`config.mk`:
```
export PLATFORM = sky130hd
export DESIGN_NAME = fetch_assembler
export DESIGN_NICKNAME = d
export VERILOG_FILES = /design/src/rtl/fetch_assembler.sv
export SDC_FILE = /design/constraint.sdc
export NUM_CORES = 1
export LEC_CHECK = 0
export ABC_AREA = 1
export BUFFER_PORTS_ARGS = -buffer_cell sky130_fd_sc_hd__buf_2
export CORE_MARGIN = 2
export CORE_UTILIZATION = 60
export CTS_CLUSTER_DIAMETER = 200
export DETAILED_ROUTE_END_ITERATION = 6
export PLACE_DENSITY = 0.81
export SLEW_MARGIN = 20
export SYNTH_ARGS = -nofsm -noshare
export SYNTH_HDL_FRONTEND = slang
export SYNTH_SLANG_ARGS = --single-unit
```
`constraint.sdc`:
```
create_clock -name clk -period 5.45 [get_ports clk]
set_input_delay 1.09 -clock clk [delete_from_list [all_inputs] [get_ports clk]]
set_output_delay 1.09 -clock clk [all_outputs]
set_load 0.05 [all_outputs]
```
`src/rtl/fetch_assembler.sv`:
```
// Packs MEM_W-wide fetch beats into INST_W instructions and queues them in a
// DEPTH-entry FIFO. Define FETCH_FLUSH_CNT_EN to add the flush_cnt output.
module fetch_assembler #(
  parameter int MEM_W     = 8,
  parameter int INST_W    = 32,
  parameter int DEPTH     = 4,
  parameter int FLUSH_GAP = 1
) (
  input  logic              clk,
  input  logic              rst,
  input  logic [31:0]       if_pc,
  input  logic [MEM_W-1:0]  if_data,
  input  logic              if_valid,
  input  logic              jump,
  input  logic              id_ready,
  output logic              if_request,
  output logic              id_valid,
  output logic [INST_W-1:0] id_inst,
  output logic [31:0]       id_pc,
  output logic              if_stall_req
`ifdef FETCH_FLUSH_CNT_EN
  ,
  output logic [15:0]       flush_cnt
`endif
);

  localparam int BEATS = INST_W / MEM_W;
  localparam int BCW   = (BEATS > 1) ? $clog2(BEATS) : 1;
  localparam int PW    = $clog2(DEPTH);
  localparam int CW    = $clog2(DEPTH + 1);

  if (!(MEM_W == 8 || MEM_W == 16 || MEM_W == 32)) begin : g_bad_mem_w
    $error("fetch_assembler: MEM_W must be 8, 16 or 32");
  end
  if (INST_W % MEM_W != 0) begin : g_bad_inst_w
    $error("fetch_assembler: INST_W must be a multiple of MEM_W");
  end
  if (!(DEPTH == 2 || DEPTH == 4 || DEPTH == 8)) begin : g_bad_depth
    $error("fetch_assembler: DEPTH must be 2, 4 or 8");
  end
  if (FLUSH_GAP < 0 || FLUSH_GAP > 3) begin : g_bad_gap
    $error("fetch_assembler: FLUSH_GAP must be 0..3");
  end

  logic [BCW-1:0]    beat_cnt_q, beat_cnt_d;
  logic [INST_W-1:0] partial_q,  partial_d;
  logic [31:0]       pc0_q,      pc0_d;
  logic [PW-1:0]     wr_ptr_q,   wr_ptr_d;
  logic [PW-1:0]     rd_ptr_q,   rd_ptr_d;
  logic [CW-1:0]     count_q,    count_d;
  logic [1:0]        gap_cnt_q,  gap_cnt_d;

  logic [INST_W-1:0] inst_mem [DEPTH];
  logic [31:0]       pc_mem   [DEPTH];

  logic              pop;
  logic              accept;
  logic              last_beat;
  logic              push;
  logic [INST_W-1:0] word;
  logic [31:0]       word_pc;

  always_comb begin
    pop        = (count_q != '0) && id_ready;
    if_request = !rst && !jump && (gap_cnt_q == '0) &&
                 ((count_q < CW'(DEPTH)) || pop);
    accept     = if_valid && if_request;
    last_beat  = (beat_cnt_q == BCW'(BEATS - 1));
    push       = accept && last_beat;

    // The incoming beat is merged combinationally so the completed word can be
    // written into the FIFO on the same edge that accepts its last beat.
    word = partial_q;
    word[int'(beat_cnt_q) * MEM_W +: MEM_W] = if_data;
    word_pc = (beat_cnt_q == '0) ? if_pc : pc0_q;
  end

  always_comb begin
    beat_cnt_d = beat_cnt_q;
    partial_d  = partial_q;
    pc0_d      = pc0_q;
    wr_ptr_d   = wr_ptr_q;
    rd_ptr_d   = rd_ptr_q;
    count_d    = count_q;
    gap_cnt_d  = gap_cnt_q;

    if (jump) begin
      beat_cnt_d = '0;
      partial_d  = '0;
      wr_ptr_d   = '0;
      rd_ptr_d   = '0;
      count_d    = '0;
      gap_cnt_d  = 2'(FLUSH_GAP);
    end else begin
      if (gap_cnt_q != '0) gap_cnt_d = gap_cnt_q - 2'd1;

      if (accept) begin
        if (beat_cnt_q == '0) pc0_d = if_pc;
        if (last_beat) begin
          beat_cnt_d = '0;
          partial_d  = '0;
        end else begin
          beat_cnt_d = beat_cnt_q + 1'b1;
          partial_d  = word;
        end
      end

      if (push) wr_ptr_d = wr_ptr_q + 1'b1;
      if (pop)  rd_ptr_d = rd_ptr_q + 1'b1;

      case ({push, pop})
        2'b10:   count_d = count_q + 1'b1;
        2'b01:   count_d = count_q - 1'b1;
        default: count_d = count_q;
      endcase
    end
  end

  // NOTE: sequential state uses non-blocking assignments so every flop samples
  // the pre-edge values computed above, independent of statement order.
  always_ff @(posedge clk or posedge rst) begin
    if (rst) begin
      beat_cnt_q <= '0;
      partial_q  <= '0;
      pc0_q      <= '0;
      wr_ptr_q   <= '0;
      rd_ptr_q   <= '0;
      count_q    <= '0;
      gap_cnt_q  <= '0;
    end else begin
      beat_cnt_q <= beat_cnt_d;
      partial_q  <= partial_d;
      pc0_q      <= pc0_d;
      wr_ptr_q   <= wr_ptr_d;
      rd_ptr_q   <= rd_ptr_d;
      count_q    <= count_d;
      gap_cnt_q  <= gap_cnt_d;
    end
  end

  // NOTE: the FIFO storage has no reset; an entry is only ever observed while
  // count_q marks it valid, and the outputs are forced to zero otherwise.
  always_ff @(posedge clk) begin
    if (push) begin
      inst_mem[wr_ptr_q] <= word;
      pc_mem[wr_ptr_q]   <= word_pc;
    end
  end

  always_comb begin
    id_valid     = (count_q != '0);
    id_inst      = id_valid ? inst_mem[rd_ptr_q] : '0;
    id_pc        = id_valid ? pc_mem[rd_ptr_q]   : '0;
    if_stall_req = (count_q == CW'(DEPTH));
  end

`ifdef FETCH_FLUSH_CNT_EN
  logic [15:0] flush_cnt_q, flush_cnt_d;

  // Only jumps that actually throw away fetched work are counted.
  always_comb begin
    flush_cnt_d = flush_cnt_q;
    if (jump && ((count_q != '0) || (beat_cnt_q != '0)) && (flush_cnt_q != 16'hFFFF))
      flush_cnt_d = flush_cnt_q + 16'd1;
  end

  always_ff @(posedge clk or posedge rst) begin
    if (rst) flush_cnt_q <= '0;
    else     flush_cnt_q <= flush_cnt_d;
  end

  assign flush_cnt = flush_cnt_q;
`endif

endmodule

```
=== After elaboration in Yosys (flattened, before gate mapping) ===
Memories as Yosys holds them, arrays and structs flattened.
Cells that the tools add are included.
W data, S select, Z words.

* Add/subtract/negate cells: 7
* Multiply operators: 0
* Div/mod/pow operators: 0
* $lt $le $gt $ge: 1
* Equal/unequal tests: 4
* Shifts and indexed selects: 2
* Multiplexer cells: 20
* Bitwise operators: 1
* Reductions and logical operators: 19

{| class="wikitable"
|+ Operator list
! kind !! count
|-
| $mux W32 || 6
|-
| $neg A5 Y33 || 1
|-
| $shift A8 B33 Y32 const A || 1
|-
| $shiftx A8 B33 Y32 || 1
|-
| $bwmux W32 || 1
|-
| $mux W2 || 9
|-
| $reduce_bool A2 Y1 || 5
|-
| $add A2 B1 Y2 const B || 3
|-
| $logic_and A1 B1 Y1 || 6
|-
| $pmux W3 S2 || 1
|-
| $reduce_bool A3 Y1 || 2
|-
| $eq A2 B2 Y1 const B || 2
|-
| $logic_not A2 Y1 || 2
|-
| $add A3 B1 Y3 const B || 1
|-
| $eq A3 B3 Y1 const B || 1
|-
| $lt A3 B3 Y1 const B || 1
|-
| $mux W3 || 1
|-
| $sub A3 B1 Y3 const B || 1
|-
| $eq A2 B1 Y1 const B || 1
|-
| $logic_not A1 Y1 || 2
|-
| $mux W1 || 2
|-
| $reduce_and A2 Y1 || 1
|-
| $sub A2 B1 Y2 const B || 1
|-
| $logic_or A1 B1 Y1 || 1
|-
| $not A1 Y1 || 1
|}

* Register bits after elaboration: 75
* Bits in latches: 0
* Memory bits (writable): 256
* ROM bits: 0
* Input port bits: 45
* Output and inout port bits: 67
* Memories kept: 2

{| class="wikitable"
|+ Memories
! memory !! words !! width !! rd ports !! clocked after Yosys merged registers in !! write ports !! RTL line !! text
|-
| inst_mem || 4 || 32 || 1 || 0 || 1 || 53 || <nowiki>logic [INST_W-1:0] inst_mem [DEPTH];</nowiki>
|-
| pc_mem || 4 || 32 || 1 || 0 || 1 || 54 || <nowiki>logic [31:0] pc_mem [DEPTH];</nowiki>
|}

=== Logic depth before layout (Yosys ltp) ===
* Depth after elaboration: 9
* Gate-level depth with buffers: 14

=== Least setup slack after synthesis ===
OpenSTA, ideal clock, no wires.

* Path kind: input -> register
* Start point: input rst
* End point: memory inst_mem[0][0] (enable)
* Setup time: 487 ps
* Arrival: 6248 ps
* Required time: 4963 ps
* Slack: -1284 ps
* Stages: 5
* Buffers on the path: 0
* Path through: inv_1 -> nand2_1 -> nor2_4 -> nand3_2 -> nor2_1

* Longest elaborated chain between the ends: 8

{| class="wikitable"
|+ Ends and longest elaborated chain
! what !! RTL line !! text
|-
| start: declaration || 10 || <nowiki>input logic rst,</nowiki>
|-
| $logic_not A1 Y1 (no line) || n/a ||
|-
| $logic_and A1 B1 Y1 (3 in series) || 65 || <nowiki>if_request = !rst && !jump && (gap_cnt_q == '0) &&</nowiki>
|-
| via if_request || 16 || <nowiki>output logic if_request,</nowiki>
|-
| $logic_and A1 B1 Y1 || 67 || <nowiki>accept = if_valid && if_request;</nowiki>
|-
| $logic_and A1 B1 Y1 || 69 || <nowiki>push = accept && last_beat;</nowiki>
|-
| $mux W1 || 144 || <nowiki>if (push) begin</nowiki>
|-
| $mux W1 (implied by the code) || 145 || <nowiki>inst_mem[wr_ptr_q] <= word;</nowiki>
|-
| end: declaration || 53 ||
|}

The timed path passes the listed nets, and every way through them passes these cells.

=== Final worst setup path ===
* Start point: register rd_ptr_q[0]
* End point: output id_inst[25]

* Longest elaborated chain between the ends: 2

{| class="wikitable"
|+ Ends and longest elaborated chain
! what !! RTL line !! text
|-
| start: declaration || 49 || <nowiki>logic [PW-1:0] rd_ptr_q, rd_ptr_d;</nowiki>
|-
| start signal: assignment || 135 || <nowiki>rd_ptr_q <= rd_ptr_d;</nowiki>
|-
| $mem_v2 Z4 W32 || n/a ||
|-
| $mux W32 || 152 || <nowiki>id_inst = id_valid ? inst_mem[rd_ptr_q] : '0;</nowiki>
|-
| end: declaration || 18 || <nowiki>output logic [INST_W-1:0] id_inst,</nowiki>
|}

No other way between the ends.

==> impl_results.md <==
* Status: completed
* Hold Crit Class: reg -> reg
* Dpl ws at 1750 ps
* RD Place Congestion at 0.813
* Clk_skew at 5.57 ps
* MaxCap Viol Count at 0
* Cts repair resizes at 0
* Die height at 156 um
* Synth area leaders: edfxtp_1 55%, dfrtp_1 14%, nor2_1 7.3%
* Vias after detailed routing at 9582
* Gr usage total at 0.255
* Longest Clk Path Bufs at 3
* Main flop type after synthesis: edfxtp_1
* Final Cycle Share at 0.776
* Root buffer cell: clkbuf_16
* Most instantiated cells after synthesis: 269 x nor2_1, 256 x edfxtp_1, 184 x o21ai_0, 124 x nand2_1, 96 x inv_1
* Most common cell in the synthesized netlist: nor2_1
* TritonCTS clock tree: built
* LEAKAGE at 0.00655 uW
* Synth warn at 0
* Worst reg2reg endpoint: inst_mem[1][4]$_DFFE_PP_
* Post-CTS Setup Repair Bufs at 0
* Tot Pwr at 5720 uW
* R2R setup slack at 2460 ps
* Highest Clock Rate at 0.236 GHz
* Total congestion overflow at 0
* DRT Pass-1 Iters at 5
* Critical Path RT at 4360 ps
* Reg2Reg Depth at 7
* Synth async-reset ratio at 0.227
* PnR worst setup slack at 1220 ps
* Post-synth EDFFs at 256
* Ant. Diodes at 0
* M1 WL at 12400 um
* Hold Path Origin: partial_q[13]$_DFFE_PP0P_
* Tmin final at 4230 ps
* Arr. time, crit path at 3140 ps
* Synthesized Nets at 1313
* Crit path launch type: register
* Global-route wire length before repair at 48200 um
* Nets at 1406
* Worst Max-Slew Pin Slew at 1100 ps
* PD cells at 363 nW/um2
* Routed vias/inst at 5.77
* Peak supply drop at 0.252 mV
* Synth-to-Final Area Change at 13.6%
* Crit path kind: reg -> out
* Slew HR at 0.267
* Fill cells at 1512
* CP Capture Type: primary output
* Die area at 24400 um2
* Initial drt markers at 877
* Sequential area share after synthesis at 0.689
* Wirelength, routed at 30400 um
* DIE WIDTH at 156 um
* Post-route cell area at 15800 um2
* PortBufs at 111
* Worst Hold Path Cells at 2
* Largest net degree at the start of global routing at 95
* IO Pins at 112
* Initial antenna violation count at 0
* Final hold violations at 0
* Synthesized area at 13900 um2
* H-tree levels at 2
* Reg2reg start: beat_cnt_q[0]$_DFFE_PP0P_
* Detail Placement HPWL at 17200 um
* Vias in the first global route at 9629
* DR WL met2 at 14800 um
* Library cells used by synthesis at 30
* Placeable Area at 22600 um2
* Post-Synthesis Cells at 1256
* RSZ-0062 raised after global routing: no
* Fin. max-slew vios at 0
* Flops & latches, synth at 331
* CTS Buf Count at 34
* # DRC at 0
* # rows at 55
* Syn avg cell area at 11.0 um2
* Hold-fix buffers at CTS at 0
* Synth top area share at 0.554
* Register area at 9570 um2
* Per-cell routed wire length at 18.3 um
* Final Setup Violations at 0
* Initial Util at 0.613
* Min-Delay Endpoint: partial_q[13]$_DFFE_PP0P_
* Skew-Pair Late Insertion Delay at 500 ps
* Post-synth top area cell: edfxtp_1
* Sink Count at 331
* Max FO, Critical Path at 64
* Met3 routed WL at 2240 um
* Post-DRT Antenna Nets at 0
* Final core utilization at 0.696
* Cell Area, Placed at 14600 um2
* Top sig layer: met4
* Clock slew at reported path FFs at 60 ps
* Layout cells sized above 1 at 0.165
* Multi-input gate area at 3650 um2
-- per-layer routing --
layer,vias up,global-route usage
li1,4472,-
met1,4600,0.338
met2,434,0.427
met3,76,0.0369
met4,0,0.108
met5,-,0
-- final cells by class --
class,instances,area share
Tap cell,285,0.0226
Multi-Input combinational cell,755,0.232
Clock inverter,8,0.00579
Inverter,102,0.0243
Sequential cell,331,0.607
Timing Repair Buffer,125,0.0421
Clock buffer,54,0.0666
-- worst max-delay path, cell delays in order, from the launching register on --
cell	delay, ps
dfrtp_4	650
inv_2	770
buf_4	450
o21ai_0	160
a21oi_1	240
buf_2	320
-- placed cells by master, fill, tap and decap left out, types with 2 or more instances in the layout --
master and n:
a21oi_1 67, a22oi_1 32, buf_2 111, buf_4 13, bufinv_16 2, clkbuf_1 11, clkbuf_16 37, clkbuf_8 6
clkinv_1 3, clkinv_2 3, dfrtp_1 73, edfxtp_1 256, ha_1 10, inv_1 94, inv_2 7, nand2_1 124
nand2_2 2, nand3_1 6, nor2_1 265, nor2_4 6, nor3_2 2, o21ai_0 184, o21ai_1 17, o21ai_2 30
-- registers in the layout, indices dropped and copies added, names as in the netlist, 3 cells and up --
name / cells
pc0_q: 32
pc_mem: 128
inst_mem: 128
count_q: 3
partial_q: 32
-- worst max path at each step --
stage	slack, ps	depth (start not counted)	endpoint	from
detailed placement	1750	5	id_inst[25]	rd_ptr_q[0]$_DFFE_PP0P_
global route	1020	5	id_inst[1]	rd_ptr_q[0]$_DFFE_PP0P_
finish	1220	5	id_inst[25]	rd_ptr_q[0]$_DFFE_PP0P_
CTS	1180	5	id_inst[4]	rd_ptr_q[0]$_DFFE_PP0P_
global placement	1830	5	id_inst[4]	rd_ptr_q[0]$_DFFE_PP0P_
floorplan	-250	5	inst_mem[0][0]$_DFFE_PP_	rst
-- metrics by stage --
| step | hold WS, ps | setup TNS (ps) | instances |
|---|---|---|---|
| after CTS | 484 | 0 | 1660 |
| after global routing | 500 | 0 | 1660 |
| final | 486 | 0 | 1660 |
| after global placement | 463 | 0 | 1598 |
| after floorplan | 455 | -63720 | 1256 |
| after detailed placement | 468 | 0 | 1598 |
-- where the power goes --
group / switching (uW) / internal [uW] / leakage, uW
registers: 39.8 / 2910 / 0.00345
logic: 332 / 124 / 0.00254
clock network: 898 / 1420 / 0.000559
-- logic make-up after synthesis --
| logic type | after synthesis | synth area share |
|---|---|---|
| compound gates | 331 | 0.133 |
| xor+xnor | 1 | 0.000631 |
| fa+ha+maj | 12 | 0.0114 |
| buf+inv | 170 | 0.0501 |
| flops | 331 | 0.689 |
| simple gates | 411 | 0.115 |
Note: power is estimated with default switching activity, not from simulation.
